==> config.mk <==
export PLATFORM = sky130hd
export DESIGN_NAME = ecc_177_enc_fault_detc
export DESIGN_NICKNAME = d
export VERILOG_FILES = /design/src/rtl/ecc_177_pkg.sv /design/src/rtl/ecc_177_enc.sv /design/src/rtl/ecc_177_enc_fault_detc.sv
export SDC_FILE = /design/constraint.sdc
export NUM_CORES = 1
export LEC_CHECK = 0
export CAP_MARGIN = 40
export CORE_ASPECT_RATIO = 1.75
export CORE_MARGIN = 2
export CORE_UTILIZATION = 50
export DETAILED_ROUTE_END_ITERATION = 12
export PLACE_DENSITY = 0.79
export SYNTH_ARGS = -nofsm -noshare
export SYNTH_HDL_FRONTEND = slang
export SYNTH_HIERARCHICAL = 1
export SYNTH_SLANG_ARGS = --single-unit
==> constraint.sdc <==
create_clock -name clk -period 4.6 [get_ports clk]
set_input_delay 0.46 -clock clk [delete_from_list [all_inputs] [get_ports clk]]
set_output_delay 0.46 -clock clk [all_outputs]
set_load 0.01 [all_outputs]
==> src/rtl/ecc_177_pkg.sv <==
// Shared constants, data-bit position map and check-bit function for the 177-bit SECDED code.
// The decoder imports this too so both sides derive identical check bits.
package ecc_177_pkg;

    localparam int DATA_WIDTH   = 177;
    localparam int PARITY_WIDTH = 9;
    localparam int CODE_WIDTH   = 185;

    localparam logic [PARITY_WIDTH-1:0] POISON_MASK = 9'h101;

    typedef logic [DATA_WIDTH-1:0][7:0] pos_map_t;

    // Data bit k lands on the (k+1)-th codeword position that is not a power of two.
    function automatic pos_map_t build_pos_map();
        pos_map_t   m;
        logic [7:0] k;
        m = '0;
        k = '0;
        for (int pos = 1; pos <= CODE_WIDTH; pos++) begin
            if ((pos & (pos - 1)) != 0) begin
                m[k] = 8'(pos);
                k    = k + 8'd1;
            end
        end
        return m;
    endfunction

    localparam pos_map_t POS_MAP = build_pos_map();

    function automatic logic [PARITY_WIDTH-1:0] ecc_parity(input logic [DATA_WIDTH-1:0] data);
        logic [PARITY_WIDTH-1:0] p;
        p = '0;
        for (int k = 0; k < DATA_WIDTH; k++) begin
            if (data[k]) begin
                p[7:0] = p[7:0] ^ POS_MAP[k];
            end
        end
        p[PARITY_WIDTH-1] = (^data) ^ (^p[7:0]);
        return p;
    endfunction

endpackage

==> src/rtl/ecc_177_enc.sv <==
// Purely combinational SECDED check-bit generator for one 177-bit word.
module ecc_177_enc #(
    parameter int DATA_WIDTH   = ecc_177_pkg::DATA_WIDTH,
    parameter int PARITY_WIDTH = ecc_177_pkg::PARITY_WIDTH
) (
    input  logic [DATA_WIDTH-1:0]   data,
    output logic [PARITY_WIDTH-1:0] parity
);
    import ecc_177_pkg::*;

    assign parity = ecc_parity(data);

endmodule

==> src/rtl/ecc_177_enc_fault_detc.sv <==
// One-stage SECDED encoder with a shadow encoder compare that poisons check bits on mismatch.
// Optional macro ECC_ENC_FAULT_CNT_EN adds a saturating 8-bit mismatch counter.
module ecc_177_enc_fault_detc #(
    parameter int DATA_WIDTH   = ecc_177_pkg::DATA_WIDTH,
    parameter int PARITY_WIDTH = ecc_177_pkg::PARITY_WIDTH
) (
    input  logic                    clk,
    input  logic                    rst,
    input  logic                    ecc_fault_detc_en,
    input  logic                    bypass,
    input  logic                    fault_inj,
    input  logic                    in_valid,
    output logic                    in_ready,
    input  logic [DATA_WIDTH-1:0]   data_in,
    output logic                    out_valid,
    input  logic                    out_ready,
    output logic [DATA_WIDTH-1:0]   data_out,
    output logic [PARITY_WIDTH-1:0] parity_out,
    output logic                    ecc_fault,
    output logic                    fault_sticky,
    input  logic                    fault_clr,
    output logic [7:0]              fault_cnt
);
    import ecc_177_pkg::*;

    logic [DATA_WIDTH-1:0]   data_sdw;
    logic [PARITY_WIDTH-1:0] par_pri, par_sdw, par_sel;
    logic                    accept, mismatch;

    logic                    valid_q, valid_d;
    logic [DATA_WIDTH-1:0]   data_q, data_d;
    logic [PARITY_WIDTH-1:0] par_q, par_d;
    logic                    fault_q, fault_d;
    logic                    sticky_q, sticky_d;

    assign data_sdw = {data_in[DATA_WIDTH-1:1], data_in[0] ^ fault_inj};

    ecc_177_enc #(.DATA_WIDTH(DATA_WIDTH), .PARITY_WIDTH(PARITY_WIDTH)) u0 (
        .data   (data_in),
        .parity (par_pri)
    );

    ecc_177_enc #(.DATA_WIDTH(DATA_WIDTH), .PARITY_WIDTH(PARITY_WIDTH)) u1 (
        .data   (data_sdw),
        .parity (par_sdw)
    );

    assign in_ready = ~valid_q | out_ready;
    assign accept   = in_valid & in_ready;
    assign mismatch = ecc_fault_detc_en & ~bypass & (par_pri != par_sdw);

    // Poisoning bits 0 and 8 turns any received word into a detected double error.
    assign par_sel = bypass   ? '0 :
                     mismatch ? (par_pri ^ POISON_MASK) : par_pri;

    always_comb begin
        valid_d  = valid_q;
        data_d   = data_q;
        par_d    = par_q;
        fault_d  = fault_q;
        sticky_d = fault_clr ? 1'b0 : sticky_q;
        if (accept) begin
            valid_d = 1'b1;
            data_d  = data_in;
            par_d   = par_sel;
            fault_d = mismatch;
            if (mismatch) begin
                sticky_d = 1'b1;
            end
        end else if (out_ready) begin
            valid_d = 1'b0;
        end
    end

    always_ff @(posedge clk) begin
        if (rst) begin
            valid_q  <= 1'b0;
            data_q   <= '0;
            par_q    <= '0;
            fault_q  <= 1'b0;
            sticky_q <= 1'b0;
        end else begin
            valid_q  <= valid_d;
            data_q   <= data_d;
            par_q    <= par_d;
            fault_q  <= fault_d;
            sticky_q <= sticky_d;
        end
    end

    assign out_valid    = valid_q;
    assign data_out     = data_q;
    assign parity_out   = par_q;
    assign ecc_fault    = fault_q;
    assign fault_sticky = sticky_q;

`ifdef ECC_ENC_FAULT_CNT_EN
    logic [7:0] cnt_q, cnt_d;

    // A clear in the same cycle as a new mismatch leaves the count at one.
    always_comb begin
        cnt_d = fault_clr ? 8'd0 : cnt_q;
        if (accept && mismatch && (cnt_d != 8'hFF)) begin
            cnt_d = cnt_d + 8'd1;
        end
    end

    always_ff @(posedge clk) begin
        if (rst) begin
            cnt_q <= 8'd0;
        end else begin
            cnt_q <= cnt_d;
        end
    end

    assign fault_cnt = cnt_q;
`else
    assign fault_cnt = 8'd0;
`endif

endmodule

==> metrics.md, run 1 <==
| Metric | Value |
|---|---|
| CP startpoint kind | `input pin` |
| Worst skew pair latency | `0.46 ns` |
| Worst r2r src | `out_valid` |
| Actual slew at the worst max-slew pin | `0.799 ns` |
| Core box area | `0.0273 mm2` |
| H-tree levels | `4` |
| Dpl cell area | `0.0194 mm2` |
| Wire per inst | `20.5 um` |
| Die extent in y | `between 200 and 250 um` |
| Final Hold Fails | `0` |
| Syn-to-layout area delta | `44.0%` |
| F_max | `~230 MHz` |
| WP data required | `4.98 ns` |
| Hold endpoint | `data_out[0]` |
| Status | `complete, no violations` |
| Setup crit end kind | `register` |
| Pwr Total | `13.4 mW` |
| Min-delay src | `rst` |
| Max VDD drop | `1.44 mV` |
| Worst-path clk slew | `~0.07 ns` |
| Synthesized-area fraction occupied by ao, oa, aoi and oai cells | `7.04%` |
| CTS tree | `done` |
| Worst Clk Skew | `0.00735 ns` |
| Hold Buf Count CTS | `0` |
| Max Buffers Root-to-Sink | `2` |
| Remaining Overflow, GRT | `0` |
| Worst hold path type | `in2reg` |
| Synth Area in Simple Gates | `11.0%` |
| Pin count of the biggest net entering global routing | `109` |
| Wirelength, routed | `around 50 mm` |
| Final period util | `96.0%` |
| Diode count | `0` |
| First-pass GRT wire length | `between 70 and 80 mm` |
| Slew headroom | `46.7%` |
| Site Rows | `80` |
| R2R setup slack | `2.54 ns` |
| Maximum fanout along the worst path | `5` |
| Max-cap violations | `0` |
| Die area | `0.0292 mm2` |
| Vias in the first global route | `12700` |
| Post-synthesis mux area share | `0%` |
| Final #Nets | `2264` |
| Routed Antenna Nets | `0` |
| RR Endpoint | `data_out[119]` |
| Post-synth top flop | `dfxtp_1` |
| Initial antenna violation count | `0` |
| CTS Buf Count | `17` |
| Post-route cell area | `around 0.02 mm2` |
| DRC | `0` |
| Hold depth | `2` |
| Initial DRC count | `674` |
| Most common cell in the synthesized netlist | `xnor2_1` |
| Via density per instance | `roughly 5.1` |
| Commonest cells in the netlist | `524 x xnor2_1, 362 x nand2_1, 189 x dfxtp_1` |
| Dpl hpwl | `41.3 mm` |
| Clock root cell | `clkbuf_16` |
| R2r worst-path depth | `6` |
| Cell type with the largest total area after synthesis | `xnor2_1` |
| Vias | `12400` |
| Largest family of logic cells by synthesized area | `XOR/XNOR gates` |
| Unique masters post-synth | `31` |
| First-pass detailed-route iteration total | `5` |
| Synthesized area | `0.0139 mm2` |
| I/O Buffers | `374` |
| Seq cells post-synth | `189` |
| Ranking of synthesized cells by area | `xnor2_1 33%, dfxtp_1 27%, nand2_1 9.8%` |
| Synth Area in Adders | `0%` |
| Setup violators final | `0` |
| Fin crit period | `4.41 ns` |
| I/O Pins | `383` |
| Critical Setup Path Class | `in2reg` |
| Post_cts resized | `0` |
| GRT Total Usage | `between 30% and 40%` |
| Seq/Total Area, Yosys | `27.3%` |
| Final Wtd Congestion | `a little under 1` |
| Share of the synthesized area in the top cell type | `33.1%` |
| Synth Warn # | `6` |
| Die W | `130 um` |
| Initial Utilization | `between 50% and 60%` |
| Syn Area/Cell | `8.97 um2` |
| Fillers | `2136` |
| EDFF count, synth | `0` |
| Pwr per Cell Area | `671 mW/mm2` |
| CP arrival | `4.79 ns` |
| Max-slew violations | `0` |
| Share of layout cells above drive strength 1 | `about an eighth` |
| Setup repair bufs after CTS | `0` |
| Post-synthesis xor/xnor area fraction | `51.7%` |
| Leak pwr | `7.73 nW` |
| Synth async-reset ratio | `0%` |
| RSZ-0062 raised after global routing | `false` |
| Clock sink count | `189` |
| Cells after Synth | `about 1500` |
-- power by group --
group / switching, mW / internal [mW]
Clock: 0.703 / 0.866
Combinational: 4.23 / 5.82
Sequential: 0.0563 / 1.75
Total: 4.99 / 8.44
-- routing by layer --
layer	up-vias	GRT usage [%]	routed length, um
met5	-	0	0
li1	5934	-	-
met3	118	4.95	2080
met4	0	20.0	3160
met1	5952	35.2	17500
met2	419	65.5	27800
-- cell families after synthesis --
family,count (synthesis)
simple gates,385
buf+inv,77
flops,189
compound gates,190
other cells,1
xor+xnor,706
-- worst max path at each step --
stage | slack [ns] | end | cells past startpoint | startpoint
6_report | 0.19 | parity_out[8] | 15 | data_in[148]
5_1_grt | 0.09 | parity_out[0] | 15 | data_in[148]
4_1_cts | 0.24 | parity_out[8] | 15 | data_in[148]
3_5_place_dp | -0.25 | parity_out[8] | 15 | data_in[148]
3_3_place_gp | -0.12 | parity_out[8] | 15 | data_in[148]
2_1_floorplan | 0.79 | parity_out[0] | 13 | data_in[148]
-- cell usage in the layout, fill, tap and decap left out, drive strengths merged --
cell type,count
nor4,1
xor3,8
and2,1
clkinv,3
conb,8
clkinvlp,2
a21oi,187
nand2,364
clkbuf,17
nand3b,9
xor2,106
a311oi,1
buf,203
xnor2,540
o211ai,2
inv,12
nor2,1
or4b,2
nand3,2
dfxtp,189
nand2b,2
xnor3,52
bufinv,3
nor3,3
clkdlybuf4s50,373
-- registers in the layout, summed over array words and instances (netlist names) --
register	count
out_valid	1
data_out	177
ecc_fault	1
parity_out	9
fault_sticky	1
-- final cells by class --
class	instances	area, um2	share of cell area (%)
Tap cell	369	462	2.31
Sequential cell	189	3780	18.9
Inverter	6	22.5	0.113
Clock inverter	14	184	0.920
Timing Repair Buffer	576	5390	27.0
Multi-Input combinational cell	1289	9730	48.7
Clock buffer	17	425	2.13
-- per-stage QoR --
stage	TNS [ns]	setup slack [ns]	utilization, %	cells	hold WS, ns
after detailed placement	-0.920	-0.252	70.9	2429	0.446
after floorplan	0	0.787	-	1555	0.476
after global placement	-0.467	-0.125	70.7	2427	0.441
after CTS	0	0.238	73.2	2460	0.252
final	0	0.186	73.2	2460	0.278
after global routing	0	0.0909	73.2	2460	0.279
-- critical path, stage by stage --
cell and delay (ns):
clkdlybuf4s50_1 0.57, xnor3_1 0.56, xnor2_2 0.23, xnor3_1 0.45
xor2_1 0.19, xnor3_1 0.24, xnor3_1 0.26, xor3_1 0.44
xnor3_1 0.40, xor2_1 0.18, nor3_1 0.07, buf_4 0.14
a311oi_4 0.34, nand3_1 0.13, o211ai_1 0.12
(Power assumes the default switching activity.)
==> run 2: changes to the inputs <==
Settings changed: CORE_UTILIZATION 50 to 53, PLACE_DENSITY 0.79 to 0.83.
Clock period 4.6 ns to 5.2 ns, I/O delays scaled along.
==> metrics.md, run 2 (synthesized netlist as in run 1, its figures left out) <==
| Metric | Value |
|---|---|
| CP startpoint kind | `input pin` |
| Final #Nets | `2102` |
| Routed Antenna Nets | `0` |
| CP arrival | `4.85 ns` |
| CTS tree | `done` |
| Pin count of the biggest net entering global routing | `115` |
| I/O Pins | `between 300 and 400` |
| Die extent in y | `218 um` |
| Most common cell after layout, fill and taps aside | `xnor2_1` |
| GRT Total Usage | `between 30% and 40%` |
| Setup repair bufs after CTS | `0` |
| Worst slack, placed | `0.269 ns` |
| Final Hold Fails | `0` |
| Clock root cell | `clkbuf_16` |
| Worst hold path type | `in2reg` |
| F_max | `222 MHz` |
| Initial DRC count | `686` |
| RSZ-0062 raised after global routing | `false` |
| Fillers | `1984` |
| Vias in the first global route | `about 12000` |
| First-pass GRT wire length | `72.6 mm` |
| Leak pwr | `just under 7 nW` |
| Share of layout cells above drive strength 1 | `between 5 and 6%` |
| Fin crit period | `between 4 and 5 ns` |
| Diode count | `0` |
| Die area | `0.0276 mm2` |
| Worst skew pair latency | `about 0.46 ns` |
| Setup ws final | `0.688 ns` |
| Initial Utilization | `53.7%` |
| CTS Buf Count | `17` |
| Max VDD drop | `1.01 mV` |
| Clock sink count | `~190` |
| WP data required | `5.53 ns` |
| Initial antenna violation count | `0` |
| First-pass detailed-route iteration total | `6` |
| Wire per inst | `22.4 um` |
| Worst-path clk slew | `0.07 ns` |
| H-tree levels | `4` |
| Slew headroom | `between 30% and 40%` |
| TNS Setup | `0 ns` |
| Worst r2r src | `out_valid` |
| Dpl hpwl | `about 40 mm` |
| Remaining Overflow, GRT | `0` |
| Wirelength, routed | `50.5 mm` |
| Final Wtd Congestion | `about 1` |
| Max Buffers Root-to-Sink | `2` |
| Actual slew at the worst max-slew pin | `0.902 ns` |
| Max-cap violations | `0` |
| Syn-to-layout area delta | `34.1%` |
| Critical Setup Path Class | `in2reg` |
| Via density per instance | `5.35` |
| Hold Buf Count CTS | `0` |
| Setup violators final | `0` |
| Vias | `12000` |
| Site Rows | `78` |
| Post_cts resized | `0` |
| Max FFs per register | `177` |
| Status | `complete, no violations` |
| Worst Clk Skew | `0.00712 ns` |
| Final period util | `86.8%` |
| DRC | `0` |
| Setup crit start | `data_in[164]` |
| Pwr per Cell Area | `587 mW/mm2` |
| Commonest non-fill, non-tap cells in the layout | `524 x xnor2_1, 373 x clkdlybuf4s50_1, 362 x nand2_1, 189 x dfxtp_1, 187 x a21oi_1` |
| Die W | `roughly 130 um` |
| Min-delay src | `rst` |
| Setup crit end kind | `register` |
| Maximum fanout along the worst path | `5` |
| Core box area | `~0.026 mm2` |
| Max-slew violations | `0` |
| I/O Buffers | `374` |
==> run 2: worst paths after layout <==
path                   end  slack, ns  depth (start not counted)
min          data_out[171]       0.44                          2
max          parity_out[0]       0.69                         14
max reg2reg   data_out[69]       3.02                          5
min reg2reg   data_out[10]       0.45                          2
==> run 2: per-layer routing <==
metal	up-vias	wire [um]	track usage (%)
met5	-	0	0
met4	0	3860	25.6
met3	157	2250	5.68
met2	475	27700	68.0
met1	5796	16700	34.2
li1	5617	-	-
==> run 2: stage by stage <==
stage	hold slack (ns)	cell area [um2]	util, %	total power [mW]	instances
after floorplan	0.476	13900	-	7.91	1555
after global placement	0.441	18000	69.5	9.51	2217
after detailed placement	0.446	18000	69.7	9.46	2218
after CTS	0.439	18600	72.0	10.9	2250
after global routing	0.468	18600	72.0	11.3	2250
final	0.444	18600	72.0	10.9	2250
==> run 2: report_power, final <==
group,internal [mW],total [mW],switching [mW]
sequential,1.55,1.60,0.0509
clock,0.775,1.38,0.607
combinational,4.27,7.95,3.68
==> run 2: area by class of cell <==
| class | instances | area, um2 | area share [%] |
|---|---|---|---|
| Clock buffer | 20 | 447 | 2.40 |
| Clock inverter | 12 | 159 | 0.853 |
| Inverter | 6 | 22.5 | 0.121 |
| Multi-Input combinational cell | 1289 | 9730 | 52.3 |
| Sequential cell | 189 | 3780 | 20.3 |
| Tap cell | 320 | 400 | 2.15 |
| Timing Repair Buffer | 414 | 4080 | 21.9 |
==> run 2: worst max-delay path: stages <==
cell,delay (ns)
clkdlybuf4s50_1,0.54
xnor2_1,0.65
xnor3_1,0.35
xnor2_2,0.20
xnor3_1,0.48
xnor3_2,0.26
xnor3_1,0.40
xnor3_1,0.35
xnor3_1,0.24
xor2_1,0.18
nor3_1,0.29
a311oi_4,0.18
nand3_1,0.12
o211ai_1,0.09
==> run 3: changes to the inputs <==
Settings changed: SETUP_SLACK_MARGIN set to 0.2.
==> results of run 3 <==
Same layout as run 2: the final DEF is identical, and so are final timing and power.
